### src/rtl/pwm_pkg.sv
// Definitions shared by the PWM generator, note sequencer and capture blocks.
package pwm_pkg;

  localparam int PWM_TOP_WIDTH = 8;
  localparam int PERIOD_MAX    = 2 ** PWM_TOP_WIDTH;

  typedef enum logic {
    ST_IDLE,
    ST_MEASURE
  } state_t;

endpackage

### src/rtl/bit_synchronizer.sv
// Multi-flop synchronizer for a single asynchronous input bit.
module bit_synchronizer #(
  parameter int   STAGES      = 2,
  parameter logic RESET_VALUE = 1'b0
) (
  input  logic i_clk,
  input  logic i_rst,
  input  logic i_d,
  output logic o_q
);

  logic [STAGES-1:0] r_sync;

  always_ff @(posedge i_clk) begin
    if (i_rst) begin
      r_sync <= {STAGES{RESET_VALUE}};
    end else begin
      r_sync <= {r_sync[STAGES-2:0], i_d};
    end
  end

  assign o_q = r_sync[STAGES-1];

endmodule

### src/rtl/pwm_capture.sv
// PWM receiver: measures period and high time between successive rising edges
// and reports them as top (period-1) and compare (high clocks).
module pwm_capture
  import pwm_pkg::*;
#(
  parameter int TOP_WIDTH   = PWM_TOP_WIDTH,
  parameter int SYNC_STAGES = 2
) (
  input  logic                 i_clk,
  input  logic                 i_rst,
  input  logic                 i_pwm,
  output logic [TOP_WIDTH-1:0] o_top,
  output logic [TOP_WIDTH:0]   o_compare,
  output logic                 o_valid,
  output logic                 o_timeout,
  output logic                 o_level
);

  localparam int            CW      = TOP_WIDTH + 1;
  localparam logic [CW-1:0] CNT_ONE = CW'(1);
  localparam logic [CW-1:0] CNT_SAT = (CNT_ONE << TOP_WIDTH) + CNT_ONE;

  logic                 w_s;
  logic                 w_rise;
  logic [CW-1:0]        w_period_next;
  logic [CW-1:0]        w_high_next;
  logic                 r_prev;
  state_t               r_state;
  logic [CW-1:0]        r_cnt_period;
  logic [CW-1:0]        r_cnt_high;
  logic [TOP_WIDTH-1:0] r_top;
  logic [CW-1:0]        r_compare;
  logic                 r_valid;
  logic                 r_timeout;
  logic                 r_level;

  // Reset high so a pin already high at reset release is not a rising edge.
  bit_synchronizer #(
    .STAGES     (SYNC_STAGES),
    .RESET_VALUE(1'b1)
  ) u_sync (
    .i_clk(i_clk),
    .i_rst(i_rst),
    .i_d  (i_pwm),
    .o_q  (w_s)
  );

  assign w_rise        = w_s & ~r_prev;
  assign w_period_next = (r_cnt_period == CNT_SAT) ? CNT_SAT : r_cnt_period + CNT_ONE;
  assign w_high_next   = (w_s && (r_cnt_high != CNT_SAT)) ? r_cnt_high + CNT_ONE : r_cnt_high;

  always_ff @(posedge i_clk) begin
    if (i_rst) begin
      r_prev       <= 1'b1;
      r_state      <= ST_IDLE;
      r_cnt_period <= '0;
      r_cnt_high   <= '0;
      r_top        <= '0;
      r_compare    <= '0;
      r_valid      <= 1'b0;
      r_timeout    <= 1'b0;
      r_level      <= 1'b0;
    end else begin
      r_prev    <= w_s;
      r_valid   <= 1'b0;
      r_timeout <= 1'b0;

      if (w_rise) begin
        r_cnt_period <= CNT_ONE;
        r_cnt_high   <= CNT_ONE;
      end else begin
        r_cnt_period <= w_period_next;
        r_cnt_high   <= w_high_next;
      end

      case (r_state)
        ST_IDLE: begin
          if (w_rise) begin
            r_state <= ST_MEASURE;
          end
        end
        ST_MEASURE: begin
          // A rise reloads the counters, so it always wins over overflow.
          if (w_rise) begin
            r_top     <= TOP_WIDTH'(r_cnt_period - CNT_ONE);
            r_compare <= r_cnt_high;
            r_valid   <= 1'b1;
          end else if (w_period_next == CNT_SAT) begin
            r_timeout <= 1'b1;
            r_level   <= w_s;
            r_state   <= ST_IDLE;
          end
        end
        default: r_state <= ST_IDLE;
      endcase
    end
  end

  assign o_top     = r_top;
  assign o_compare = r_compare;
  assign o_valid   = r_valid;
  assign o_timeout = r_timeout;
  assign o_level   = r_level;

endmodule

### config.mk
export PLATFORM = sky130hd
export DESIGN_NAME = pwm_capture
export DESIGN_NICKNAME = d
export VERILOG_FILES = /design/src/rtl/pwm_pkg.sv /design/src/rtl/bit_synchronizer.sv /design/src/rtl/pwm_capture.sv
export SDC_FILE = /design/constraint.sdc
export NUM_CORES = 1
export LEC_CHECK = 0
export CAP_MARGIN = 20
export CORE_ASPECT_RATIO = 0.7
export CORE_MARGIN = 2
export CORE_UTILIZATION = 57
export CTS_CLUSTER_SIZE = 30
export DETAILED_ROUTE_END_ITERATION = 8
export HOLD_SLACK_MARGIN = 0.15
export PLACE_DENSITY = 0.8
export SYNTH_ARGS = -nofsm -noshare
export SYNTH_HDL_FRONTEND = slang
export SYNTH_SLANG_ARGS = --single-unit
### constraint.sdc
create_clock -name i_clk -period 2.95 [get_ports i_clk]
set_input_delay 0.59 -clock i_clk [delete_from_list [all_inputs] [get_ports i_clk]]
set_output_delay 0.59 -clock i_clk [all_outputs]
set_load 0.03 [all_outputs]
==> impl_metrics.ini, run 1 <==
[status]
outcome = finished clean

[synth]
ys_types = 36
async_flop_share_pct = 0
ys_warn_count = 0
syn_inst = 212
ys_seq_area_share_pct = 45.1
synthesis.area_um2 = 1860
yosys-top-cells-count = dfxtp_1, nor2_1, nand2_1
synthFlopType = dfxtp_1
yosysTopAreaCell = dfxtp_1
synth_most_common_cell = dfxtp_1
synth_nets = 220
yosys-top-cells-area = dfxtp_1, nor2_1, nand2_1
synth_seq_cells = 42
synth-edff-count = 0
syn_area_per_cell_um2 = 8.79
post-synth-top-area-fraction_pct = 45.1

[floorplan]
die_y_um = 51.9
die_x_um = 72.4
die_area_um2 = 3750
num_io_pins = 23
start_util_pct = 59.6
fp-row-count = 17
core-area_um2 = 3130

[hold_path]
min_path_type = flop to flop
min_path_cells = 1
worstHoldStart = u_sync.r_sync[0]

[power]
powerDensity_nw_per_um2 = 491
vdd_drop_max_v = 0.000312
leakagePower_nw = 0.773

[clock_network]
root_buffer = clkbuf_8
cts_buffers = 5
cts_tree = yes
clockBufferDepth = 2
htreeDepth = 2
clk_latency_ps = 300
post_cts_buffers = 0
cts_resized = 0
path_clk_slew_ps = 70
ctsHoldBuffers = 0
clock_sinks = 42

[route]
viasPerCell = 5.23
wirelength_um = 3350
drc = 0
postRouteAntennaNets = 0
wl_per_cell_um = 12.5
vias = 1407
first_pass_iters = 4
drt_iter0_drc = 55

[global_route]
grt_busiest_layer = met1
grt_max_degree = 26
grt_antenna_before_repair = 0
grt_use_met1_pct = 29.3
grtUsageMet3_pct = 5.23
grt_first_pass_wirelength_um = 5730
grt_usage_pct = 20.3
gr-total-overflow = 0
grt_pass1_vias = 1207
gr-usage-met2_pct = 28.4

[final_layout]
drive_gt1_share_pct = 7.36
final_cells = 269
final_area_um2 = 2140
fill_cells = 265
antenna_cells = 0
finalNetCount = 238
synthToLayoutAreaGrowth_pct = 14.8
utilization_pct = 68.5

[worst_setup_path]
cp.required_ps = 3100
critPathLaunch = r_cnt_period[0]
path_max_fanout = 9
cp-end-kind = flop
crit_type = flop to flop
crit_path_start_kind = flop
reg2reg_depth = 6
reg2reg_from = r_cnt_period[0]
cp_data_arrival_time_ps = 2250

[timing]
min_period_ps = 2100
slew_violations = 0
rsz0062_at_grt = false
tns_ps = 0
period_share_pct = 71.3
finalHoldViolCount = 0
setup_viol = 0
fmax_mhz = 476
max_slew_margin_pct = 42.1
skew_ps = 6.26
tightestPinTransition_ps = 869

[job]
drv_cap = 0

[place]
dp_hpwl_um = 2380
numPortBuffers = 22
routabilityCongestion = 0.949
place_inst = 261
dpl_cell_area_um2 = 2050
==> cells by family after synthesis <==
family	share of synthesized area, %
AOI/OAI and AO/OA	11.2
DFF	45.1
xor gates and xnor gates	9.40
and+or+nand+nor	24.7
adders and majority gates	3.36
buffers and inverters	6.24
==> power breakdown <==
part	switching (mW)	internal, mW	leakage (nW)
clock	0.195	0.188	0.0472
sequential	0.0147	0.577	0.340
combinational	0.0419	0.0343	0.386
total	0.251	0.799	0.773
==> flip-flops by register name, summed over array words and instances, names as in the netlist <==
register,count
o_compare,9
r_cnt_high,9
r_cnt_period,9
o_top,8
u_sync.r_sync,2
o_level,1
o_timeout,1
o_valid,1
r_prev,1
r_state,1
==> layout by cell type, fill, tap and decap left out, types with 2 or more instances in the layout <==
cell type,count
dfxtp_1,42
nor2_1,31
nand2_1,30
clkdlybuf4s50_1,22
a21oi_1,14
xor2_1,10
xnor2_1,10
a211oi_1,9
inv_1,6
clkbuf_8,6
nor3_1,5
nand3_1,5
ha_1,5
and3_1,4
nand2b_1,3
or2_2,3
nand4_1,3
nor4_1,2
and2_1,2
a21o_1,2
and3_2,2
==> layer usage <==
metal  routed length, um  up-vias  part of all wire (%)
met5                   0        -                     0
met4                  53        0                   1.6
met3                 153        7                   4.6
met2                1360       34                    41
met1                1780      618                    53
li1                    -      748                     -
==> area by class of cell <==
cell class	count	area, um2	area share [%]
timing repair buffer	23	228	10.6
sequential	42	841	39.3
multi-input combinational	152	907	42.4
tap	38	47.5	2.22
clock inverter	2	12.5	0.584
inverter	6	22.5	1.05
clock buffer	6	82.6	3.86
==> worst paths after layout <==
path | endpoint | slack [ps]
worst max-delay path | o_level | 850
worst min-delay path | u_sync.r_sync[1] | 420
worst max register to register | o_level | 850
worst min register to register | u_sync.r_sync[1] | 420
==> worst max-delay path, cell delays in order (launching register included) <==
cell and delay [ps]:
dfxtp_1 480, ha_1 330, nand4_1 150, nor2_1 160, xnor2_1 120, a2111oi_1 530, a311oi_1 180
==> stage by stage <==
stage	power [mW]	hold slack [ps]	worst slack [ps]
after global routing	1.10	431	622
after CTS	1.06	421	854
after global placement	0.679	392	955
after floorplan	0.664	389	1180
after detailed placement	0.681	403	905
final	1.05	416	848
(Power assumes the default switching activity.)
==> run 2, diff against run 1 <==
CORE_UTILIZATION = 49   (was 57)
PLACE_DENSITY = 0.73   (was 0.8)
clock period = 1.7 ns   (was 2.95 ns; I/O delays follow)
==> run 2 against run 1 <==
Net effect: the flow now finishes with violations (setup timing); clock skew rose by 4.5 ps; via count rose by 7.2%; first-iteration DRC count rose by 62%; combinational power rose to 2.6 times the previous value; clock power rose by 110%; fmax rose by 23%; setup slack got worse by 850 ps; power rose by 92%; non-clock buffer count rose by 20; critical path type unchanged; highest routed layer unchanged.
==> impl_metrics.ini, run 2 (synthesized netlist as in run 1, its figures left out) <==
[worst_setup_path]
crit_buf_inv = 1
path_max_fanout = 3
reg2reg_depth = 6
crit_path_start_kind = flop
reg2reg_from = r_cnt_period[1]
critPathLaunch = r_cnt_period[1]
cp_slowest_stage_delay_ps = 430
cp-end-kind = flop
cp_data_arrival_time_ps = 1910
worst-path-stages = 6
crit_chain = buf_4 -> and3_2 -> nor4_4 -> a21oi_2 -> o41a_1 -> a311oi_2
cp.required_ps = 1910
crit_type = flop to flop
slowest_stage = o41a_1
crit_family = compound AO/OA/AOI/OAI gates

[power]
switching_power_mw = 0.476
power_frac_comb_pct = 9.9
leakagePower_nw = 0.931
power.internal_mw = 1.54
p_clk_share_pct = 39.3
seq_power_share_pct = 50.8
vdd_drop_max_v = 0.000581
netSwitchingFraction_pct = 23.6
powerDensity_nw_per_um2 = 819

[timing]
skew_ps = 10.7
min_period_ps = 1700
tightestPinTransition_ps = 345
setup_viol = 1
max_slew_margin_pct = 76.7
finalHoldWorstSlack_ps = 415
fmax_mhz = 587
fin_ws_ps = -2.42
rsz0062_at_grt = true
period_share_pct = 100
slew_violations = 0
finalHoldViolCount = 0

[route]
first_pass_iters = 4
vias = 1509
drt_iter0_drc = 89
wl_per_cell_um = 12.6
postRouteAntennaNets = 0
drc = 0
wirelength_um = 3790
viasPerCell = 5.01

[global_route]
grt_pass1_vias = 1334
gr-total-overflow = 0
grt_antenna_before_repair = 0
grt_max_degree = 27
grt_usage_pct = 18.7
grt_first_pass_wirelength_um = 6370

[clock_network]
ctsHoldBuffers = 0
clock_sinks = 42
root_buffer = clkbuf_8
clockBufferDepth = 2
cts_tree = yes
htreeDepth = 2
cts_buffers = 5
path_clk_slew_ps = 80
clk_latency_ps = 300

[hold_path]
worstHoldStart = u_sync.r_sync[0]
min_path_cells = 1
min_path_type = flop to flop

[floorplan]
die_x_um = 77.7
die_area_um2 = 4320
fp-row-count = 18
num_io_pins = 23
start_util_pct = 52.1
die_y_um = 55.6
core-area_um2 = 3580

[place]
routabilityCongestion = 0.915
numPortBuffers = 22
dp_hpwl_um = 2630

[final_layout]
drive_gt1_share_pct = 22.7
layout_common_cells = dfxtp_1, nor2_1, nand2_1
fill_cells = 283
synthToLayoutAreaGrowth_pct = 32.1
finalNetCount = 258
mostFrequentLayoutCell = dfxtp_1
antenna_cells = 0
utilization_pct = 68.8

[status]
failed_checks = setup timing
outcome = complete, but fails checks

[job]
drv_cap = 0
## run 2: area by class of cell
class | count | area, um2 | share of cell area [%]
clock buffers | 5 | 68.8 | 2.79
clock inverters | 3 | 45.0 | 1.83
inverters | 6 | 22.5 | 0.914
multi-input cells | 152 | 991 | 40.2
flip-flops and latches | 42 | 857 | 34.8
well taps | 50 | 62.6 | 2.54
repair buffers | 43 | 417 | 16.9
## run 2: worst register-to-register path: cells and delay by family (launching register included)
kind / cells / cell delay (ps)
simple gates: 2 / 390
compound gates: 3 / 730
buf+inv: 1 / 140
flops: 1 / 370
## run 2: path summary, 6_finish.rpt
kind	to	slack, ps
min reg2reg	u_sync.r_sync[1]	410
min	u_sync.r_sync[1]	410
max reg2reg	o_level	-2
max	o_level	-2
## run 2: power groups by stage
stage | combinational, mW | clock, mW | sequential [mW]
finish | 0.200 | 0.794 | 1.02
global route | 0.226 | 0.852 | 1.03
CTS | 0.184 | 0.809 | 1.02
detailed placement | 0.180 | 0 | 1.05
global placement | 0.180 | 0 | 1.04
floorplan | 0.111 | 0 | 1.04
## run 2: per-stage QoR
stage,std cells,total power [mW],setup TNS [ps],setup WS [ps],instance area (um2)
finish,301,2.02,-2.42,-2.42,2460
global route,301,2.11,-200,-103,2460
CTS,300,2.02,-3.54,-3.54,2390
detailed placement,291,1.23,-92.3,-56.6,2240
global placement,291,1.22,0,4.13,2240
floorplan,212,1.15,0,35.2,1870
## run 2: what timing repair did
| item | 4_1_cts | 5_1_grt |
|---|---|---|
| endpoints found under the setup margin | 4 | 5 |
| gates resized for setup | 9 | 16 |
| pin swaps | 2 | 6 |
| setup buffers | 1 | 1 |
## run 2: routing by layer
layer,vias up,GRT usage [%],routed length (um)
li1,789,-,-
met1,676,28.2,2020
met2,39,26.5,1540
met3,5,4.38,189
met4,0,5.36,38
met5,-,0,0
